## config.mk

```make
export PLATFORM = sky130hd
export DESIGN_NAME = video_speed_ctrl
export DESIGN_NICKNAME = d
export VERILOG_FILES = /design/src/rtl/video_speed_ctrl_pkg.sv /design/src/rtl/video_speed_ctrl_debounce.sv /design/src/rtl/video_speed_ctrl.sv
export SDC_FILE = /design/constraint.sdc
export NUM_CORES = 1
export LEC_CHECK = 0
export ABC_AREA = 1
export CAP_MARGIN = 20
export CORE_MARGIN = 4
export CORE_UTILIZATION = 49
export CTS_CLUSTER_SIZE = 14
export DETAILED_ROUTE_END_ITERATION = 10
export DONT_BUFFER_PORTS = 1
export GPL_TIMING_DRIVEN = 0
export PLACE_DENSITY = 0.6
export SLEW_MARGIN = 30
export SYNTH_ARGS = -nofsm -noshare
export SYNTH_HDL_FRONTEND = slang
export SYNTH_SLANG_ARGS = --single-unit
```

## constraint.sdc

```tcl
create_clock -name clk -period 2 [get_ports clk]
set_input_delay 0.4 -clock clk [delete_from_list [all_inputs] [get_ports clk]]
set_output_delay 0.4 -clock clk [all_outputs]
set_load 0.01 [all_outputs]
```

## src/rtl/video_speed_ctrl_pkg.sv

```systemverilog
// Shared types for the video-output / CPU-speed control block: video modes,
// default bus addresses and the speed-switch FSM states.
package video_speed_pkg;

  typedef enum logic [1:0] {
    MODE_M0 = 2'd0,
    MODE_M1 = 2'd1,
    MODE_M2 = 2'd2
  } video_mode_t;

  typedef enum logic {
    IDLE = 1'b0,
    WAIT = 1'b1
  } speed_state_t;

  localparam logic [7:0]  DEF_SCANDBL_ADDR = 8'h0B;
  localparam logic [15:0] DEF_SPEED_PORT   = 16'h8E3B;

  // VGA off always counts as RGB, whatever the scanline bit says.
  function automatic video_mode_t decode_mode(input logic vga, input logic scan);
    if (!vga)
      return MODE_M0;
    else if (!scan)
      return MODE_M1;
    else
      return MODE_M2;
  endfunction

endpackage

```

## src/rtl/video_speed_ctrl_debounce.sv

```systemverilog
// Key debouncer: a level is accepted once the raw input has been stable for
// DEBOUNCE_CYC cycles; rise/fall are one-cycle pulses aligned with the level change.
module kbd_debounce_edge #(
  parameter logic [15:0] DEBOUNCE_CYC = 16'd1000
) (
  input  logic clk,
  input  logic rst,
  input  logic key,
  output logic level,
  output logic rise,
  output logic fall
);

  logic        key_q;
  logic [15:0] cnt;

  always_ff @(posedge clk) begin
    if (rst) begin
      key_q <= 1'b0;
      cnt   <= '0;
      level <= 1'b0;
      rise  <= 1'b0;
      fall  <= 1'b0;
    end else begin
      key_q <= key;
      rise  <= 1'b0;
      fall  <= 1'b0;
      if (key != key_q)
        cnt <= '0;
      else if (cnt != DEBOUNCE_CYC)
        cnt <= cnt + 16'd1;
      // The counter saturates, so a long-stable key keeps qualifying without wrapping.
      if (cnt == DEBOUNCE_CYC && key_q != level) begin
        level <= key_q;
        rise  <= key_q;
        fall  <= ~key_q;
      end
    end
  end

endmodule

```

## src/rtl/video_speed_ctrl.sv

```systemverilog
// SCANDBLCTRL / Prism speed port register block with debounced video and turbo
// hotkeys, and a handshake that only applies new CPU speeds at safe boundaries.
module video_speed_ctrl
  import video_speed_pkg::*;
#(
  parameter logic [7:0]  SCANDBL_ADDR   = DEF_SCANDBL_ADDR,
  parameter logic [15:0] SPEED_PORT     = DEF_SPEED_PORT,
  parameter logic [7:0]  INIT_VIDEO     = 8'h00,
  parameter int          SPEED_W        = 4,
  parameter int          TURBO_SPEED    = 3,
  parameter logic [2:0]  HOTKEY_FREQ    = 3'b111,
  parameter bit          SCANLINE_MODE  = 1'b1,
  parameter logic [15:0] DEBOUNCE_CYC   = 16'd1000,
  parameter logic [15:0] SWITCH_TIMEOUT = 16'd4096
) (
  input  logic               clk,
  input  logic               rst,
  input  logic [15:0]        a,
  input  logic               iorq_n,
  input  logic               rd_n,
  input  logic               wr_n,
  input  logic [7:0]         zxuno_addr,
  input  logic               zxuno_regrd,
  input  logic               zxuno_regwr,
  input  logic [7:0]         din,
  output logic [7:0]         dout,
  output logic               oe,
  input  logic               kbd_video_cycle,
  input  logic               kbd_turbo_boost,
  input  logic               turbo_boost_allowed,
  input  logic               speed_switch_ok,
  output logic               vga_enable,
  output logic               scanlines_enable,
  output logic [2:0]         freq_option,
  output logic               csync_option,
  output logic [SPEED_W-1:0] cpu_speed,
  output logic               speed_changing
);

  // SCANDBLCTRL[7:6] always equals speed_reg[1:0] and is read back as req,
  // so only the low six bits need their own storage.
  logic [5:0]         scandbl;
  logic [SPEED_W-1:0] speed_reg;
  logic [SPEED_W-1:0] req;
  logic               turbo;
  speed_state_t       state;
  logic [15:0]        timer;
  video_mode_t        mode;

  logic vid_level, vid_rise, vid_fall;
  logic turbo_level, turbo_rise, turbo_fall;
  logic zx_wr, port_wr, port_ok;
  logic unused_kbd;

  kbd_debounce_edge #(.DEBOUNCE_CYC(DEBOUNCE_CYC)) u_video_key (
    .clk   (clk),
    .rst   (rst),
    .key   (kbd_video_cycle),
    .level (vid_level),
    .rise  (vid_rise),
    .fall  (vid_fall)
  );

  kbd_debounce_edge #(.DEBOUNCE_CYC(DEBOUNCE_CYC)) u_turbo_key (
    .clk   (clk),
    .rst   (rst),
    .key   (kbd_turbo_boost),
    .level (turbo_level),
    .rise  (turbo_rise),
    .fall  (turbo_fall)
  );

  assign unused_kbd = &{1'b0, vid_level, vid_fall, turbo_level};

  assign req     = turbo ? SPEED_W'(TURBO_SPEED) : speed_reg;
  assign zx_wr   = zxuno_regwr && (zxuno_addr == SCANDBL_ADDR);
  assign port_wr = !iorq_n && !wr_n && (a == SPEED_PORT);
  assign port_ok = (din >> SPEED_W) == 8'd0;
  assign mode    = decode_mode(scandbl[0], scandbl[1]);

  assign vga_enable       = scandbl[0];
  assign scanlines_enable = scandbl[1];
  assign freq_option      = scandbl[4:2];
  assign csync_option     = scandbl[5];

  always_comb begin
    oe   = 1'b0;
    dout = 8'hFF;
    if (zxuno_regrd && zxuno_addr == SCANDBL_ADDR) begin
      oe   = 1'b1;
      dout = {req[1:0], scandbl};
    end else if (!iorq_n && !rd_n && a == SPEED_PORT) begin
      oe   = 1'b1;
      dout = 8'(req);
    end
  end

  // A decoded bus write wins the cycle; a video hotkey edge landing on it is lost.
  always_ff @(posedge clk) begin
    if (rst) begin
      scandbl   <= INIT_VIDEO[5:0];
      speed_reg <= '0;
      turbo     <= 1'b0;
    end else begin
      if (zx_wr) begin
        scandbl   <= din[5:0];
        speed_reg <= SPEED_W'(din[7:6]);
      end else if (port_wr) begin
        if (port_ok)
          speed_reg <= din[SPEED_W-1:0];
      end else if (vid_rise) begin
        case (mode)
          MODE_M0: begin
            scandbl[1:0] <= 2'b01;
            scandbl[4:2] <= HOTKEY_FREQ;
          end
          MODE_M1: begin
            if (SCANLINE_MODE) begin
              scandbl[1] <= 1'b1;
            end else begin
              scandbl[1:0] <= 2'b00;
              scandbl[4:2] <= 3'b000;
            end
          end
          default: begin
            scandbl[1:0] <= 2'b00;
            scandbl[4:2] <= 3'b000;
          end
        endcase
      end

      if (!turbo_boost_allowed)
        turbo <= 1'b0;
      else if (turbo_rise)
        turbo <= 1'b1;
      else if (turbo_fall)
        turbo <= 1'b0;
    end
  end

  // The clock generator only sees cpu_speed change on its safe pulse, or after the timeout.
  always_ff @(posedge clk) begin
    if (rst) begin
      state          <= IDLE;
      timer          <= '0;
      cpu_speed      <= '0;
      speed_changing <= 1'b0;
    end else begin
      case (state)
        IDLE: begin
          if (req != cpu_speed) begin
            state          <= WAIT;
            timer          <= '0;
            speed_changing <= 1'b1;
          end
        end
        WAIT: begin
          if (req == cpu_speed) begin
            state          <= IDLE;
            speed_changing <= 1'b0;
          end else if (speed_switch_ok || timer == SWITCH_TIMEOUT - 16'd1) begin
            cpu_speed      <= req;
            state          <= IDLE;
            speed_changing <= 1'b0;
          end else begin
            timer <= timer + 16'd1;
          end
        end
        default: begin
          state          <= IDLE;
          speed_changing <= 1'b0;
        end
      endcase
    end
  end

endmodule

```

# Word level (Yosys, flattened, before mapping)
# Index checks and enable logic that the tools add are counted.
totals:
  ff_bits: 72
  output_inout_bits: 20
  wordCells: 107
op_classes:
  add_sub_neg: 3
  eq_ne: 20
  muxes: 28
  n_bitwise: 6
  n_reduce_logical: 31
ops:
  columns: ["cell", "n"]
  rows:
  - ["$add 16x1->16 const B", 3]
  - ["$mux 16", 3]
  - ["$eq 16x10->1 const B", 2]
  - ["$ne 16x10->1 const B", 2]
  - ["$pmux 16 s2", 1]
  - ["$eq 16x12->1 const B", 1]
  - ["$eq 16x16->1 const B", 1]
  - ["$mux 8", 2]
  - ["$mux 5", 3]
  - ["$reduce_or 2->1", 6]
  - ["$mux 1", 10]
  - ["$mux 2", 5]
  - ["$ne 2x2->1 const B", 5]
  - ["$pmux 5 s2", 1]
  - ["$reduce_and 3->1", 3]
  - ["$eq 8x4->1 const B", 1]
  - ["$logic_and 1x1->1", 8]
  - ["$logic_not 8->1", 1]
  - ["$reduce_and 2->1", 4]
  - ["$reduce_bool 2->1", 4]
  - ["$not 1->1", 6]
  - ["$eq 4x4->1", 1]
  - ["$mux 4", 1]
  - ["$ne 1x1->1", 4]
  - ["7 further kinds", 10]

# Depth between registers and ports, before layout
logic_depth:
  ltp_word: 7
  mapped_depth: 11
  ltp_nobuf: 11

# By module
# Synthesis repeated with hierarchy kept, for this count alone.
unflattened:
  hier_cells: 718
  hier_area_um2: 4461.8
modules_own_cells:
  columns: ["module", "instances", "cells_each", "area_each_um2", "seq_area_each_um2"]
  rows:
  - ["video_speed_ctrl", 1, 376, 2244.7, 660.6]
  - ["kbd_debounce_edge", 2, 171, 1108.6, 400.4]

# Least setup slack after synthesis
# Ideal clock, no wire load.
synth_timing:
  path_kind: "input port to output port"
  from: "in zxuno_addr[1]"
  to: "out dout[6]"
  t_arrival_ps: 1284
  required_ps: 1600
  setup_slack_ps: 316
  stages: 5
  cell_sequence: "nand2_1 -> nor3b_1 -> nand3_1 -> clkbuf_1 -> o21ai_0"
synth_via:
  elab_chain_len: 3
synth_lines:
  columns: ["element", "line_no", "rtl"]
  rows:
  - ["start: declaration", "video_speed_ctrl.sv:22", "input logic [7:0] zxuno_addr,"]
  - ["$eq 8x4->1", "video_speed_ctrl.sv:89", "if (zxuno_regrd && zxuno_addr == SCANDBL_ADDR) begin"]
  - ["$logic_and 1x1->1", "video_speed_ctrl.sv:89", null]
  - ["$mux 8", "video_speed_ctrl.sv:89", null]
  - ["end: declaration", "video_speed_ctrl.sv:26", "output logic [7:0] dout,"]
# Every way passes these cells.

# Worst setup path in the final report
# Ends and elaborated chain as after synthesis.

==> metrics.csv <==
metric,value,unit
reg2regPathDepth,10,
grt.total_usage,18.8,%
ys_ff_latch,72,
ys_warn_count,0,
fmax,530,MHz
status,"complete, no violations",
dp_hpwl,6820,µm
portBuffers,0,
end_kind,output pin,
syn-cell-area,4030,µm²
report.final.hold_viol_count,0,
synth.top_cell.area_share,35.8,%
syn_avg_cell_area,6.57,µm²
hold_path.class,in2reg,
async_flop_share,0,%
htreeDepth,3,
area_delta_synth_final,8.27,%
ant_nets,0,
num-fill-cells,804,
max_slew_margin,62.3,%
yosysSeqAreaShare,35.8,%
top_regs,"timer (16), u_turbo_key.cnt (16), u_video_key.cnt (16)",
antenna_found_initial,0,
worstPathArrival,1.49,ns
wl_met1,4420,µm
drt-pass1-iter-count,4,
layout_min_cycle_time,1.89,ns
first_global_vias,3393,
dieWidth,98.6,µm
grt_pass1_wl,15300,µm
ff_latch_area,1440,µm²
p_per_area,631,nW/µm²
synth_top_cell_by_area,dfxtp_1,
worstPathRequired,1.60,ns
ios,63,
syn_inst,613,
setup_viol,0,
setup_tns,0,ns
postCtsHoldBufs,0,
initial_core_util,51.3,%
maxCapViolations,0,
drtIter0Drc,120,
clk_pin_slew,0.08,ns
setup.worst_path.start_class,input pin,
ys.flop_type,dfxtp_1,
min_path_cells,2,
synth_most_common_cell,nand2_1,
worst_pin_slew,0.565,ns
fp.dieArea,9730,µm²
ys_types,32,
coreArea,7850,µm²
cpMaxStageDelayCell,o21ai_0,
ir_drop,598,µV
placementRows,32,
total_power,0.00275,W
path_cells,nand2_1 -> nor3b_1 -> nand3_1 -> clkbuf_1 -> o21ai_0,
cts-root-buf,clkbuf_8,
period_share,94.4,%
syn_nets,661,
clockBufferDepth,2,
final_cells,731,
drc,0,
vias_per_cell,5.13,
cp.depth,5,
route.met2.wl,4130,µm
cts_tree,done,
worst-setup-path-type,in2out,
avgRoutedWirePerCell,12.5,µm
synth_common_cells,"nand2_1, inv_1, nor2_1",
drive_gt1_share,7.95,%
slowest_delay,0.39,ns
drv_slew,0,
fin_worst_skew,0.0118,ns
n_antenna_cell,0,
rsz0062_at_grt,false,
worstPathMaxFanout,10,
cts_sinks,72,
nets,672,
synthTopCellsByArea,"dfxtp_1, nand2_1, inv_1",
clk_latency,0.35,ns
wl,9120,µm
grt_max_degree,14,
multi_input_area,2160,µm²
dp_cells,715,
cp_top_family,simple AND/OR/NAND/NOR gates,
cts-buffers-inserted,9,
grt_overflow,0,
synth_edf_count,0,
gp_congestion,0.827,
vias,3753,
highest_layer,met4,
wl_met3,498,µm
die_h,98.6,µm
cp.buffers_inverters,1,
p_leak,1.78,nW
[path summary, 6_finish.rpt]
kind / slack [ns] / to / start
max: 0.11 / dout[6] / zxuno_addr[1]
min: 0.18 / u_video_key.key_q / kbd_video_cycle
max reg2reg: 0.40 / timer[14] / timer[0]
min reg2reg: 0.43 / u_video_key.rise / u_video_key.level
[worst reg2reg max path, cell delays in order (launching register included)]
cell and delay [ns]:
dfxtp_1 0.39, ha_1 0.22, nand2_2 0.09, nor2_4 0.11, nand2_2 0.10, nor2_2 0.13
nor2_2 0.06, nand2_4 0.08, buf_6 0.16, nand3_2 0.07, a21oi_2 0.13
[final cells by class]
cell class / count / area share [%]
inverters: 92 / 7.92
clock inverters: 6 / 1.55
clock buffers: 10 / 3.16
multi-input cells: 437 / 49.6
well taps: 102 / 2.93
plain buffers: 12 / 1.75
flip-flops and latches: 72 / 33.1
[through the flow]
step                area (µm²)  setup WS (ns)  hold slack [ns]  util, %
floorplan                 4030          0.316            0.393        -
global placement          4150          0.134            0.412     52.9
detailed placement        4150         0.0812            0.414     52.9
CTS                       4360         0.0754            0.168     55.5
global route              4360        0.00535            0.167     55.5
finish                    4360          0.112            0.185     55.5
[cells by family (layout without fill, tap and decap cells)]
kind of cell               Yosys count  count (layout)  share of synthesized area [%]
and+or+nand+nor                    328             328                           37.7
buffers and inverters              104             120                           10.5
DFF                                 72              72                           35.8
xor gates and xnor gates            13              13                           2.83
adders and majority gates            5               5                           1.55
AOI/OAI and AO/OA                   91              91                           11.6
[power by group]
part | internal [W] | switching (W) | total, W
combinational | 0.0000342 | 0.0000717 | 0.000106
clock | 0.000615 | 0.000583 | 0.00120
sequential | 0.00144 | 0.00000836 | 0.00145
[placed cells by master, fill, tap and decap left out, types with 6 or more instances in the layout]
| cell | Yosys | routed |
|---|---|---|
| nor3_1 | 12 | 12 |
| nand2_2 | 8 | 8 |
| inv_1 | 89 | 89 |
| clkbuf_8 | 0 | 10 |
| nand3_1 | 43 | 43 |
| dfxtp_1 | 72 | 72 |
| a21oi_1 | 46 | 46 |
| nor2_1 | 86 | 86 |
| o21ai_0 | 41 | 40 |
| xor2_1 | 9 | 9 |
| nand4_1 | 18 | 18 |
| nand2_1 | 132 | 132 |
| clkbuf_1 | 6 | 6 |
[layer usage]
layer	global-route usage (%)	vias to the layer above
li1	-	1990
met5	0	-
met1	25.0	1676
met3	4.74	8
met4	4.94	0
met2	30.5	79
[timing repair]
item	CTS	global route
gates resized for setup	0	1
setup buffers	0	0
endpoints found under the setup margin	0	1
(Power assumes the default switching activity.)
